### src/rtl/caches_types_pkg.sv
// caches_types_pkg: shared cache/memory types and arbiter constants
package caches_types_pkg;
  typedef enum logic [1:0] {ARB_IDLE, ARB_I, ARB_D} arb_state_t;
  typedef enum logic [1:0] {RAM_FREE, RAM_BUSY, RAM_ACCESS, RAM_ERROR} ramstate_t;
  localparam int ARB_STARVE_LIMIT = 4;
endpackage

### src/rtl/mem_arbiter.sv
// mem_arbiter: serialises icache and dcache requests onto one RAM port, dcache first with an ifetch starvation guard
module mem_arbiter
  import caches_types_pkg::*;
#(
  parameter int ADDR_W = 32,
  parameter int DATA_W = 32,
  parameter int STARVE_LIMIT = ARB_STARVE_LIMIT
) (
  input  logic              CLK,
  input  logic              nRST,
  input  logic              iREN,
  input  logic [ADDR_W-1:0] iaddr,
  output logic              iwait,
  output logic [DATA_W-1:0] iload,
  input  logic              dREN,
  input  logic              dWEN,
  input  logic [ADDR_W-1:0] daddr,
  input  logic [DATA_W-1:0] dstore,
  output logic              dwait,
  output logic [DATA_W-1:0] dload,
  output logic              ramREN,
  output logic              ramWEN,
  output logic [ADDR_W-1:0] ramaddr,
  output logic [DATA_W-1:0] ramstore,
  input  logic [DATA_W-1:0] ramload,
  input  logic [1:0]        ramstate,
  output logic              ram_err
);
  arb_state_t state, next_state;
  logic [3:0] starve_cnt, next_cnt;
  logic       starved, access;
  assign iload   = ramload;
  assign dload   = ramload;
  assign access  = ramstate == RAM_ACCESS;
  assign starved = iREN && (starve_cnt >= 4'(STARVE_LIMIT));
  // grant state, starve counter and sticky error flag
  always_ff @(posedge CLK or negedge nRST) begin
    if (!nRST) begin
      state      <= ARB_IDLE;
      starve_cnt <= '0;
      ram_err    <= 1'b0;
    end else begin
      state      <= next_state;
      starve_cnt <= next_cnt;
      if (state != ARB_IDLE && ramstate == RAM_ERROR) ram_err <= 1'b1;
    end
  end
  // grant decision and RAM port steering; outputs follow state so reset drops enables at once
  always_comb begin
    next_state = state;
    next_cnt   = starve_cnt;
    ramREN     = 1'b0;
    ramWEN     = 1'b0;
    ramaddr    = '0;
    ramstore   = '0;
    iwait      = 1'b1;
    dwait      = 1'b1;
    case (state)
      ARB_IDLE: begin
        next_cnt   = iREN ? starve_cnt : '0;
        next_state = starved ? ARB_I : (dREN || dWEN) ? ARB_D : iREN ? ARB_I : ARB_IDLE;
      end
      ARB_I: begin
        ramREN  = 1'b1;
        ramaddr = iaddr;
        if (access) begin
          iwait      = 1'b0;
          next_state = ARB_IDLE;
          next_cnt   = '0;
        end else if (!iREN) next_state = ARB_IDLE;
      end
      ARB_D: begin
        ramWEN   = dWEN;
        ramREN   = dREN && !dWEN;
        ramaddr  = daddr;
        ramstore = dstore;
        if (access) begin
          dwait      = 1'b0;
          next_state = ARB_IDLE;
          next_cnt   = (iREN && starve_cnt != 4'hF) ? starve_cnt + 4'd1 : starve_cnt;
        end else if (!dREN && !dWEN) next_state = ARB_IDLE;
      end
      default: next_state = ARB_IDLE;
    endcase
  end
endmodule

### config.mk
export PLATFORM = sky130hd
export DESIGN_NAME = mem_arbiter
export DESIGN_NICKNAME = d
export VERILOG_FILES = /design/src/rtl/caches_types_pkg.sv /design/src/rtl/mem_arbiter.sv
export SDC_FILE = /design/constraint.sdc
export NUM_CORES = 1
export LEC_CHECK = 0
export BUFFER_PORTS_ARGS = -buffer_cell sky130_fd_sc_hd__buf_2
export CAP_MARGIN = 20
export CORE_AREA = 2 2 104 106
export DETAILED_ROUTE_END_ITERATION = 7
export DIE_AREA = 0 0 106 108
export PLACE_DENSITY = 0.58
export SYNTH_ARGS = -nofsm -noshare
export SYNTH_HDL_FRONTEND = slang
export SYNTH_SLANG_ARGS = --single-unit
### constraint.sdc
create_clock -name CLK -period 2.3 [get_ports CLK]
set_input_delay 0.115 -clock CLK [delete_from_list [all_inputs] [get_ports CLK]]
set_output_delay 0.115 -clock CLK [all_outputs]
set_load 0.005 [all_outputs]
==> results by stage, run 1 <==
Drt:
- The average wire length per cell after detail routing is 12.2 µm.
- The detailed-routing iteration count for the pre-antenna-repair pass is 4.
- After detailed routing, the number of remaining DRC violations is 0.
- The post-route antenna net violation count is 0.
- Detailed routing inserted a total of 1878 vias.
- After the first detailed-routing iteration, the DRC count stood at 90.
- After detailed routing, the total wire length is 5710 µm.
- The number of vias per cell is 4.00.

Min path:
- The endpoint of the worst hold-timing path is ram_err$_DFFE_PN0P_.
- In this run the most critical hold path is launched from ramstate[1].
- Counting instances, the worst hold path has a depth of 3.
- The path class of the lowest-slack min-delay path is primary input to flip-flop.

Setup path:
- The critical path start-end classification is flip-flop to output port.
- Data on the critical path is required at its endpoint by 2.18 ns.
- STA classifies the critical path startpoint as a flip-flop.
- The reg-to-reg critical path startpoint is state[0]$_DFFE_PN0P_.
- The data arrival time of the critical path is 1.76 ns.
- STA classifies the critical path endpoint as an output port.
- The register-to-register setup slack is 0.46 ns.
- The origin of the worst setup path is state[0]$_DFFE_PN0P_.
- The worst register-to-register path ends at state[1]$_DFFE_PN0P_.
- The cell with the largest stage delay on the worst path is sky130_fd_sc_hd__dfrtp_1.
- The maximum fanout along the worst path is 29.
- The signal on the critical path passes through inv_1, ha_2, buf_4, a22oi_1, nor2b_1, buf_2.
- Measured in cells, the most critical reg-to-reg path has a length of 6.
- The largest single stage delay on the critical path is 0.40 ns.

Global route:
- The first global-routing pass estimated 8250 µm of wire.
- Global routing used 8.91% of the available tracks.
- Entering global routing, the biggest net connects 41 pins.
- The via count of the first global-routing pass is 1818.
- The number of antenna violations at the first check in global routing is 0.
- The overflow left after global routing is 0.

Logic synthesis:
- The mapped netlist covers 1710 µm².
- The post-synthesis cell type count is 31.
- The share of the yosys chip area belonging to registers is 10.2%.
- Summed over all instances, the cell type with the most area after synthesis is sky130_fd_sc_hd__buf_4.
- Synthesis produced a netlist with a net count of 371.
- Of the post-synthesis cell area, the dominant cell type holds 28.1%.
- The average size of a mapped cell is 7.41 µm².
- The Yosys step of the flow raised 0 warnings.
- Yosys attributes the largest share of cell area to sky130_fd_sc_hd__buf_4, sky130_fd_sc_hd__a22oi_1, sky130_fd_sc_hd__and2_1, sky130_fd_sc_hd__nor2b_1, sky130_fd_sc_hd__dfrtp_1.
- Synthesis produced a netlist whose cell count is 231.
- After synthesis the netlist holds a flip-flop and latch count of 7.

Finish:
- At the end of the flow, the number of nets in the layout was 474.
- The area growth from synthesis to layout is 33.2%.
- The fraction of final layout cells sized beyond drive strength 1 is 55.9%.
- The number of antenna diodes is 0.

STA:
- The post-route fraction of the period consumed by the critical path is 81.6%.
- The post-layout worst setup margin is 0.424 ns.
- The time the final worst path needs with I/O delays and setup is 1.88 ns.
- The post-route clock skew is 0.000249 ns.
- The highest achievable clock rate is 533 MHz.
- The max-slew violation count is 0.
- In this run the tightest slew margin relative to its limit is 79.7%.
- For the pin with the worst max-slew slack, the measured transition is 0.305 ns.
- The final-report hold violation count was 0.
- The total setup violations reported at the end of the flow is 0.
- Setup repair after global routing left no endpoint under its margin.
- The accumulated negative setup slack is 0 ns.

Pwr:
- The part of the power in registers is 10.4%.
- The power density of the placed cells is 834 nW/µm².
- The combinational cell fraction of total power is 80.3%.
- In this run the power spent charging and discharging nets is 852 µW.
- The clock network power share is 9.3%.
- The proportion of total power due to net switching is 44.8%.
- The leakage power is 1.21 nW.
- The internal power of the cells is 1.05 mW.
- IR analysis of the VDD net gives a maximum drop of 0.330 mV.

Clock tree:
- The root buffer selected by CTS is sky130_fd_sc_hd__clkbuf_8.
- The clock insertion delay at the later pin of the skew report is 0.23 ns.
- After clock tree synthesis, the setup repair step added 0 buffers.
- The number of hold buffers added after CTS was 1.
- The number of gates resized after CTS was 0.
- The clock input transition at the sequential cells of the worst setup and hold paths is 0.04 ns.
- The depth of the CTS H-tree is 1.
- The clock tree from TritonCTS is yes.
- Counting along the longest clock path gives a buffer depth of 2.
- The number of buffers created by CTS is 3.
- The clock sink count is 7.

Run:
- The number of max-capacitance violations reported is 0.

Placed design:
- At the end of routability-driven placement, the weighted congestion stood at 0.683.
- Detailed placement finished with a half-perimeter wire length of 4690 µm.
- The number of buffers inserted by port buffering is 171.
- Before CTS, the worst setup slack after placement is 0.474 ns.

Floorplan:
- The width of the die is 106 µm.
- The row count is 37.
- The die is 108 µm tall.
- During I/O placement, the number of pins put on the boundary was 268.
- The area of the placeable core is 10200 µm².
- The die covers 11400 µm².
- Once the floorplan was initialized, standard cells occupied 16.7% of the core.

Outcome:
- The run finished with clean final reports.
sequential cells by signal (all words and copies together) (netlist names):
name	cells
ram_err	1
starve_cnt	4
state	2
layout make-up:
cell class                 count  area (µm²)
fill                        1148        7950
multi-input combinational    140         967
timing repair buffer         177         903
sequential                     7         175
tap                          136         170
clock buffer                   4        45.0
inverter                       5        18.8
worst max path at each step:
stage	endpoint	slack [ns]
finish	ramaddr[3]	0.42
global route	state[1]$_DFFE_PN0P_	0.25
CTS	ramaddr[10]	0.40
detailed placement	state[1]$_DFFE_PN0P_	0.47
global placement	state[1]$_DFFE_PN0P_	0.60
floorplan	starve_cnt[0]$_DFFE_PN0P_	0.69
power by group through the flow:
stage	clock network [mW]	logic [mW]	registers, mW
floorplan	0	1.07	0.189
finish	0.178	1.53	0.197
detailed placement	0	1.55	0.199
global placement	0	1.53	0.196
CTS	0.185	1.56	0.197
global route	0.194	1.72	0.204
layer usage:
metal  track usage [%]  share of wire, %  vias to the layer above
met1              8.88                36                      840
met3              1.51               8.7                       28
met5                 0                 0                        -
met2              17.8                52                      101
met4              4.32               2.9                        0
li1                  -                 -                      909
worst max-delay path, delay by kind of cell, from the launching register on:
family | cells | cell delay, ns
DFF | 1 | 0.40
buffers and inverters | 3 | 0.56
AOI/OAI and AO/OA | 1 | 0.14
adders and majority gates | 1 | 0.27
and+or+nand+nor | 1 | 0.13
metrics by stage:
step	total power, mW	std cells	hold slack (ns)	area (µm²)	util, %
after global routing	2.11	469	0.166	2280	22.3
final	1.90	469	0.148	2280	22.3
after detailed placement	1.75	464	-0.0345	2220	21.7
after floorplan	1.26	231	-0.181	1710	-
after global placement	1.72	464	-0.0418	2220	21.7
after CTS	1.94	469	0.149	2280	22.3
Yosys cell counts (all sizes together):
cell / instances
nand2b: 1
a21oi: 1
o2111ai: 1
a41oi: 2
dfrtp: 7
o21a: 1
mux2: 1
inv: 5
nand3: 1
o21ai: 4
and2: 35
or2: 1
clkbuf: 12
a221o: 1
ha: 5
mux2i: 1
nand3b: 1
nand2: 10
nor4: 1
a22oi: 32
buf: 67
o31ai: 1
nor2b: 33
nor2: 4
o21bai: 1
a31o: 1
nor3: 1
cell usage in the layout (no fill, tap or decap), drive strengths merged:
cell type	count
ha	5
nand2b	1
nor4	1
a31o	1
and2	35
nor2	4
a21oi	1
a22oi	32
nor3	1
o2111ai	1
nand3	1
dlygate4sd3	1
clkbuf	4
nand2	10
o31ai	1
dfrtp	7
mux2	1
a41oi	2
a221o	1
mux2i	1
nor2b	33
buf	176
o21ai	4
or2	1
o21a	1
inv	5
nand3b	1
o21bai	1
cell families after synthesis:
group                    share of synthesized area, %
AO/OA/AOI/OAI                                    20.3
flip-flops                                       10.2
buffers and inverters                            33.4
AND/OR/NAND/NOR                                  30.9
adder cells (fa/ha/maj)                          3.65
multiplexers                                     1.46
No activity file was read; power rests on OpenSTA's default activity.
==> inputs of run 2 (changes only) <==
--- a/config.mk
+++ b/config.mk
@@ -5,12 +5,13 @@
 export SDC_FILE = /design/constraint.sdc
 export NUM_CORES = 1
 export LEC_CHECK = 0
+export ABC_AREA = 1
 export BUFFER_PORTS_ARGS = -buffer_cell sky130_fd_sc_hd__buf_2
 export CAP_MARGIN = 20
-export CORE_AREA = 2 2 104 106
+export CORE_AREA = 2 2 105 107
 export DETAILED_ROUTE_END_ITERATION = 7
-export DIE_AREA = 0 0 106 108
-export PLACE_DENSITY = 0.58
+export DIE_AREA = 0 0 107 109
+export PLACE_DENSITY = 0.59
 export SYNTH_ARGS = -nofsm -noshare
 export SYNTH_HDL_FRONTEND = slang
 export SYNTH_SLANG_ARGS = --single-unit
==> constraint.sdc (replaced) <==
create_clock -name CLK -period 1.7 [get_ports CLK]
set_input_delay 0.085 -clock CLK [delete_from_list [all_inputs] [get_ports CLK]]
set_output_delay 0.085 -clock CLK [all_outputs]
set_load 0.005 [all_outputs]
==> run 2 against run 1 <==
- global-route usage decreased by 0.97 points
- sequential cell count unchanged
- wire length up 0.30%
- synthesized area grew 1.5%
- sequential share of layout area decreased by 0.66 points
- register-to-register slack got worse by 0.25 ns
- count of clock-buffer cells in the layout unchanged
- highest routed layer unchanged
- synthesized cell count is 39% higher
==> results by stage, run 2 <==
Outcome:
- The flow ran to the end, and the final reports show no timing, DRC or antenna violations.

Drt:
- In the final routed layout, each cell accounts on average for 9.99 µm.
- In the routed design, unresolved DRC markers number 0.
- The post-route antenna net violation count is 0.
- Across all layers, the routed design uses 2045 vias.
- The first routing iteration left 70 violations.
- The total wire length after detailed routing is 5730 µm.
- Dividing the detail-routed via count by the number of cells gives 3.57.
- Before antenna repair, the detailed router went through 4 iterations.

Logic synthesis:
- The biggest area consumer among synthesized cells is sky130_fd_sc_hd__buf_4.
- The cell with the most instances after synthesis is sky130_fd_sc_hd__nand2_1.
- The synthesized net count is 462.
- In this run the mean area of a mapped cell was 5.40 µm².
- Sequential elements use 10.1% of the synthesized area.
- The number of enable flip-flop cells after synthesis is 0.
- The netlist uses 16 different library cells.
- The most used flip-flop cell after synthesis is sky130_fd_sc_hd__dfrtp_1.
- During synthesis, Yosys emitted a total of 0 warnings.
- The proportion of register bits with asynchronous set or reset after synthesis is 100%.
- The synthesized design devotes to its leading area cell type 28.9% of total area.
- The cell count after synthesis is 322.
- After synthesis the cells add up to 1740 µm².
- The commonest cells after synthesis are sky130_fd_sc_hd__nand2_1, sky130_fd_sc_hd__buf_4, sky130_fd_sc_hd__inv_1, sky130_fd_sc_hd__a21oi_1, sky130_fd_sc_hd__nor2_1.
- Sorting the synthesized cells by area gives the leading types as sky130_fd_sc_hd__buf_4, sky130_fd_sc_hd__nand2_1, sky130_fd_sc_hd__a21oi_1, sky130_fd_sc_hd__dfrtp_1, sky130_fd_sc_hd__inv_1.
- The flip-flop and latch count after synthesis is 7.

Setup path:
- The number of buffers and inverters on the critical path is 4.
- The critical path's top delay family is buffers and inverters.
- Walking the worst path, the cells encountered are inv_2, ha_1, inv_1, buf_12, a21oi_1, buf_2.
- At the worst endpoint, the required time is 1.62 ns.
- The data arrival time of the critical path is 1.49 ns.
- In this design, the stage delay of the slowest critical-path cell is 0.37 ns.
- The worst setup path is captured at an output port.
- The critical path start-end classification is flip-flop to output port.
- The startpoint class of the critical path is a flip-flop.
- The maximum fanout along the worst path is 21.
- The slowest stage of the critical path belongs to the cell sky130_fd_sc_hd__dfrtp_1.

Floorplan:
- The floorplan step defined a die boundary enclosing 11700 µm².
- The width of the die is 107 µm.
- The starting density of the core is 16.4%.
- The area of the placeable core is 10600 µm².
- Row generation in the floorplan step produced 38 rows.
- In this run the count of I/O pins placed on the die edge is 268.
- The die is 109 µm tall.

Run:
- The number of max-capacitance violations reported is 0.

Clock tree:
- TritonCTS built the clock tree.
- The clock input transition at the sequential cells of the worst setup and hold paths is 0.04 ns.
- Clock latency on the worst-skew pair, taken at its later pin, is 0.22 ns.
- The root buffer selected by CTS is sky130_fd_sc_hd__clkbuf_8.
- The maximum buffer depth of the clock tree is 2.
- The number of buffers created by CTS is 3.
- CTS built an H-tree with a depth of 1.
- The clock drives 7 sinks.

Global route:
- Entering global routing, the biggest net connects 36 pins.
- The via count of the first global-routing pass is 1700.
- The number of antenna violations at the first check in global routing is 0.
- The combined global-route utilization of all metal layers is 7.94%.
- The global-route wire length before repair is 7710 µm.
- For this run the aggregate overflow at the end of global routing stands at 0.

STA:
- The worst hold margin is 0.109 ns.
- The time the final worst path needs with I/O delays and setup is 1.57 ns.
- The accumulated negative setup slack is 0 ns.
- The actual slew at the worst max-slew pin is 0.185 ns.
- The highest achievable clock rate is 637 MHz.
- Between clock sinks in the finished design, the worst skew comes to 0.000741 ns.
- Setup repair after global routing left no endpoint under its margin.
- The final-report hold violation count came to 0.
- The post-route fraction of the period consumed by the critical path is 92.4%.
- The max-slew violation count is 0.
- Setup violations remaining at the end of the flow were counted as 0.
- The worst pin sits at a relative slew slack of 87.5%.

Finish:
- The library cell used most frequently in the layout, excluding fill and tap cells, is sky130_fd_sc_hd__buf_2.
- The library cells used most frequently in the layout, excluding fill and tap cells, are sky130_fd_sc_hd__buf_2, sky130_fd_sc_hd__nand2_1, sky130_fd_sc_hd__inv_1.
- The register name with the most flops is starve_cnt.
- The area growth from synthesis to layout is 43.4%.
- For this run, the share of the core covered by cells in the final layout is 23.5%.
- The number of antenna diodes is 0.
- After routing the design area is 2490 µm².
- The net total in the final layout is 574.
- The largest registers in the layout are starve_cnt: 4 flops, state: 2 flops, ram_err: 1 flops.
- The register with the most flip-flops in the layout has 4 of them.
- Leaving out filler cells and counting taps, the final layout contains 573.
- The post-route netlist has 46.2% of its cells at a drive strength greater than 1.

Placed design:
- At the end of routability-driven placement, the weighted congestion stood at 0.752.
- In this run the tool buffered the top-level ports with 171 buffer cells.
- The number of placed instances, taps included, is 560.
- The post-place instance area is 2290 µm².
- The detailed-placement wirelength estimate is 4460 µm.

Pwr:
- The power density of the placed cells is 1110 nW/µm².
- The worst-case IR drop observed on VDD is 0.550 mV.
- The analysis attributes to cell leakage a power of 1.63 nW.

Min path:
- The path class of the lowest-slack min-delay path is primary input to flip-flop.
[run 2: changes by cell type after synthesis, moves of 3 or more]
cell	before	now
sky130_fd_sc_hd__and2_1	35	0
sky130_fd_sc_hd__clkbuf_1	12	0
sky130_fd_sc_hd__nor2b_1	32	0
sky130_fd_sc_hd__a21oi_1	1	35
sky130_fd_sc_hd__buf_4	64	67
sky130_fd_sc_hd__nand2_1	10	128
sky130_fd_sc_hd__nor2_1	3	9
sky130_fd_sc_hd__nand2_2	0	3
sky130_fd_sc_hd__nand3_1	1	5
sky130_fd_sc_hd__a22oi_1	32	0
sky130_fd_sc_hd__inv_1	5	44
sky130_fd_sc_hd__buf_1	0	3
sky130_fd_sc_hd__buf_2	1	8
sky130_fd_sc_hd__inv_2	0	3
[run 2: path summary, 6_finish.rpt]
path	start	to	slack, ns	cells past startpoint
worst max register to register	state[1]$_DFFE_PN0P_	starve_cnt[3]$_DFFE_PN0P_	0.21	11
worst min-delay path	ramstate[1]	ram_err$_DFFE_PN0P_	0.11	3
worst max-delay path	state[0]$_DFFE_PN0P_	ramaddr[8]	0.13	6
max in group asynchronous	nRST	state[1]$_DFFE_PN0P_	1.32	2
min in group asynchronous	nRST	starve_cnt[1]$_DFFE_PN0P_	0.22	2
worst min register to register	ram_err$_DFFE_PN0P_	ram_err$_DFFE_PN0P_	0.48	1
[run 2: per-layer routing]
metal / part of all wire (%) / routed length, µm / vias up / GRT usage (%)
li1: - / - / 1110 / -
met2: 46 / 2610 / 85 / 13.3
met3: 7.8 / 447 / 14 / 1.67
met4: 1.0 / 59 / 0 / 2.32
met1: 46 / 2610 / 836 / 10.3
met5: 0 / 0 / - / 0
[run 2: report_power, final]
group          internal, mW  switching, mW  total, mW
combinational          1.09           1.21       2.29
sequential            0.206         0.0369      0.243
clock                 0.162         0.0677      0.230
[run 2: kinds of logic (layout without fill, tap and decap cells)]
| family | count (synthesis) | after routing | share of synthesized area, % |
|---|---|---|---|
| compound gates | 38 | 38 | 11.1 |
| fa+ha+maj | 5 | 5 | 3.60 |
| buf+inv | 126 | 237 | 42.7 |
| flops | 7 | 7 | 10.1 |
| simple gates | 146 | 146 | 32.5 |
[run 2: final cells by class]
type                       instances  area, µm²
multi-input combinational        189        848
timing repair buffer             186       1070
sequential                         7        175
fill                            1202       8110
tap                              140        175
inverter                          47        176
clock buffer                       4       45.0
[run 2: per-stage QoR]
step	setup WS, ns	power (mW)
after floorplan	0.419	1.47
after global placement	0.204	2.18
after detailed placement	0.200	2.16
after CTS	0.0290	2.43
after global routing	0.0272	3.07
final	0.130	2.77
[run 2: what timing repair did]
action	4_1_cts	5_1_grt
hold endpoints to repair	7	0
gates cloned	0	2
hold buffers	1	0
resized for setup	1	9
pin swaps	0	1
buffers inserted	0	6
endpoints found under the setup margin	9	26
[run 2: tightest hold or removal path: stages]
cell and delay [ns]:
sky130_fd_sc_hd__buf_2 0.10, sky130_fd_sc_hd__nand2_1 0.05, sky130_fd_sc_hd__o21bai_1 0.05
==> inputs of run 3 (changes only) <==
--- a/config.mk
+++ b/config.mk
@@ -12,6 +12,7 @@
 export DETAILED_ROUTE_END_ITERATION = 7
 export DIE_AREA = 0 0 107 109
 export PLACE_DENSITY = 0.59
+export SETUP_SLACK_MARGIN = 0.2
 export SYNTH_ARGS = -nofsm -noshare
 export SYNTH_HDL_FRONTEND = slang
 export SYNTH_SLANG_ARGS = --single-unit
==> run 3 against run 2 <==
- die area unchanged
- via count up 8.3%
- non-clock buffer count up 12
- sequential share of layout area down 1.2 points
- count of clock-buffer cells in the layout unchanged
- critical endpoint is now ramaddr[11]
==> results by stage, run 3 (synthesis gave the netlist of run 2 again) <==
Global route:
- Entering global routing, the biggest net connects 33 pins.
- The number of antenna violations at the first check in global routing was 0.
- The via count of the first global-routing pass is 1738.
- Global routing finished with a remaining overflow of 0.
- The global-route wire length before repair is 8130 µm.
- The combined global-route utilization of all metal layers is 8.49%.

Finish:
- In the final layout, the registers with the most flip-flops are starve_cnt: 4 flops, state: 2 flops, ram_err: 1 flops.
- Cells fill 28.4% of the core in the end.
- The top cell types in the final layout, fill and taps aside, are sky130_fd_sc_hd__buf_2, sky130_fd_sc_hd__nand2_1, sky130_fd_sc_hd__inv_1.
- 0 antenna diodes ended up in the layout.
- The library cell used most frequently in the layout, excluding fill and tap cells, is sky130_fd_sc_hd__buf_2.
- The fraction of final layout cells sized beyond drive strength 1 is 61.1%.
- The net total in the final layout is 586.
- The area growth from synthesis to layout is 73.1%.
- After filler insertion, the fill cell instance count of the layout stands at 1174.
- The register name with the most flops is starve_cnt.
- The register with the most flip-flops in the layout has 4 of them.

Outcome:
- The flow ran to the end, and the final reports show no timing, DRC or antenna violations.

STA:
- The highest achievable clock rate is 615 MHz.
- Subtracting the final worst setup slack from the clock period gives 1.63 ns.
- The actual slew at the worst max-slew pin is 0.222 ns.
- Across the routed clock network, the largest skew measured is 0.00146 ns.
- The total setup violations reported at the end of the flow is 0.
- The final-report hold violation count is 0.
- Setup repair after global routing could not meet its margin everywhere.
- Headroom to the max-slew limit came out at 85.1%.
- The max-slew violation count is 0.
- The post-route fraction of the period consumed by the critical path is 95.7%.

Setup path:
- The kind of end point of the critical path is an output port.
- The maximum fanout along the worst path is 7.
- STA classifies the critical path startpoint as a flip-flop.
- The number of cells on the worst reg-to-reg path is 12.
- The critical path start-end classification is flip-flop to output port.
- The data arrival time of the critical path is 1.54 ns.
- For the worst setup path, the data required time is 1.62 ns.
- The reg-to-reg critical path startpoint is state[1]$_DFFE_PN0P_.
- The origin of the worst setup path is state[1]$_DFFE_PN0P_.

Drt:
- The DRC violation total after the first TritonRoute iteration is 49.
- The highest metal layer carrying signal wires in the routed design is met4.
- The wire length on met1 is 2970 µm.
- The detailed-routing iteration count for the pre-antenna-repair pass is 4.
- Detailed routing placed a total of 491 µm of wire on met3.
- In the routed layout, each cell is associated on average with a via count of 3.79.
- In the detailed route, the total length drawn on met2 is 3280 µm.
- The routed design has 6810 µm of wire.
- The routed layout has 2215 vias.
- The count of nets left with antenna violations once routing finished came out at 0.
- For this run, design rule violations remaining after detail routing come to 0.
- The average wire length per cell after detail routing is 11.6 µm.

Floorplan:
- The starting density of the core is 16.4%.
- 268 I/O pins were placed.
- After floorplanning, the core was sized to cover 10600 µm².
- The die covers 11700 µm².
- The die is 107 µm wide.
- The floorplan step set the die height to 109 µm.
- The initialized floorplan defines 38 standard-cell rows.

Clock tree:
- The root buffer cell chosen for the clock tree is sky130_fd_sc_hd__clkbuf_8.
- The clock drives 7 sinks.
- For the worst-skew pair, the clock arrives at the later sink with an insertion delay of 0.22 ns.
- Buffers inserted during clock tree synthesis total 3.
- The clock tree from TritonCTS is yes.
- The maximum buffer depth of the clock tree is 2.
- CTS built an H-tree with a depth of 1.
- The clock input transition at the sequential cells of the worst setup and hold paths is 0.04 ns.

Pwr:
- The power after layout is 3.96 mW.
- The power density of the placed cells is 1320 nW/µm².
- The leakage power is 1.82 nW.
- VDD sags by at most 0.530 mV.

Min path:
- The path class of the lowest-slack min-delay path is primary input to flip-flop.
- The worst hold path was traced through 3 stages.
- The start point of the worst min-delay path is ramstate[1].

Placed design:
- The detailed-placement wirelength estimate is 4460 µm.
- The number of buffers inserted by port buffering is 171.
- The congestion estimate from routability-driven global placement came to 0.752.

Run:
- The number of max-capacitance violations reported is 0.
[run 3: changes by cell type in the layout (fill, tap and decap cells not counted), moves of 5 or more]
| cell | delta |
|---|---|
| sky130_fd_sc_hd__nand2_1 | -35 |
| sky130_fd_sc_hd__nand2_2 | +23 |
| sky130_fd_sc_hd__a21oi_1 | -13 |
| sky130_fd_sc_hd__a21oi_2 | +13 |
| sky130_fd_sc_hd__nand2_4 | +12 |
| sky130_fd_sc_hd__buf_6 | +11 |
| sky130_fd_sc_hd__inv_1 | -9 |
| sky130_fd_sc_hd__inv_2 | +6 |
| sky130_fd_sc_hd__buf_2 | -5 |
[run 3: layout make-up]
type	count	area, µm²	share of cell area [%]
Clock buffer	4	45.0	1.50
Inverter	47	189	6.28
Multi-Input combinational cell	189	1070	35.7
Sequential cell	7	175	5.82
Tap cell	140	175	5.82
Timing Repair Buffer	198	1350	44.8
[run 3: worst max-delay path, stage by stage (launching register included)]
cell and delay [ns]:
sky130_fd_sc_hd__dfrtp_1 0.40, sky130_fd_sc_hd__buf_6 0.12, sky130_fd_sc_hd__ha_4 0.16, sky130_fd_sc_hd__buf_12 0.16, sky130_fd_sc_hd__clkbuf_16 0.15, sky130_fd_sc_hd__nand2_1 0.07, sky130_fd_sc_hd__a21oi_2 0.13, sky130_fd_sc_hd__buf_2 0.13
[run 3: report_power, final]
part           switching, mW  total, mW  internal [mW]
combinational           1.69       3.48           1.80
clock                 0.0676      0.229          0.162
sequential            0.0431      0.249          0.206
[run 3: path summary, 6_finish.rpt]
kind / end / slack, ns
setup / recovery: ramaddr[11] / 0.07
hold / removal: ram_err$_DFFE_PN0P_ / 0.11
setup reg to reg: starve_cnt[3]$_DFFE_PN0P_ / 0.16
hold reg to reg: ram_err$_DFFE_PN0P_ / 0.48
max in group asynchronous: starve_cnt[0]$_DFFE_PN0P_ / 1.32
min in group asynchronous: ram_err$_DFFE_PN0P_ / 0.22
[run 3: per-stage QoR]
stage	hold WS, ns	cells	cell area [µm²]	worst slack, ns	setup TNS (ns)
final	0.107	585	3010	0.0728	0
after detailed placement	-0.0664	560	2290	0.200	0
after global routing	0.147	585	3010	-0.0132	-0.0132
after global placement	-0.0707	560	2290	0.204	0
after CTS	0.106	571	2470	0.127	0
after floorplan	-0.211	322	1740	0.419	0
[run 3: timing repair]
item                                    4_1_cts  5_1_grt
cloned                                        2        8
buffers inserted                              4        6
pin swaps                                     1       19
resized for setup                            16       88
hold buffers                                  1        0
hold endpoints to repair                      7        0
endpoints found under the setup margin       67       64
[run 3: metal layers]
metal	vias to the layer above	GRT usage [%]
li1	1141	-
met1	962	11.1
met2	95	14.3
met3	17	1.67
met4	0	2.13
met5	-	0
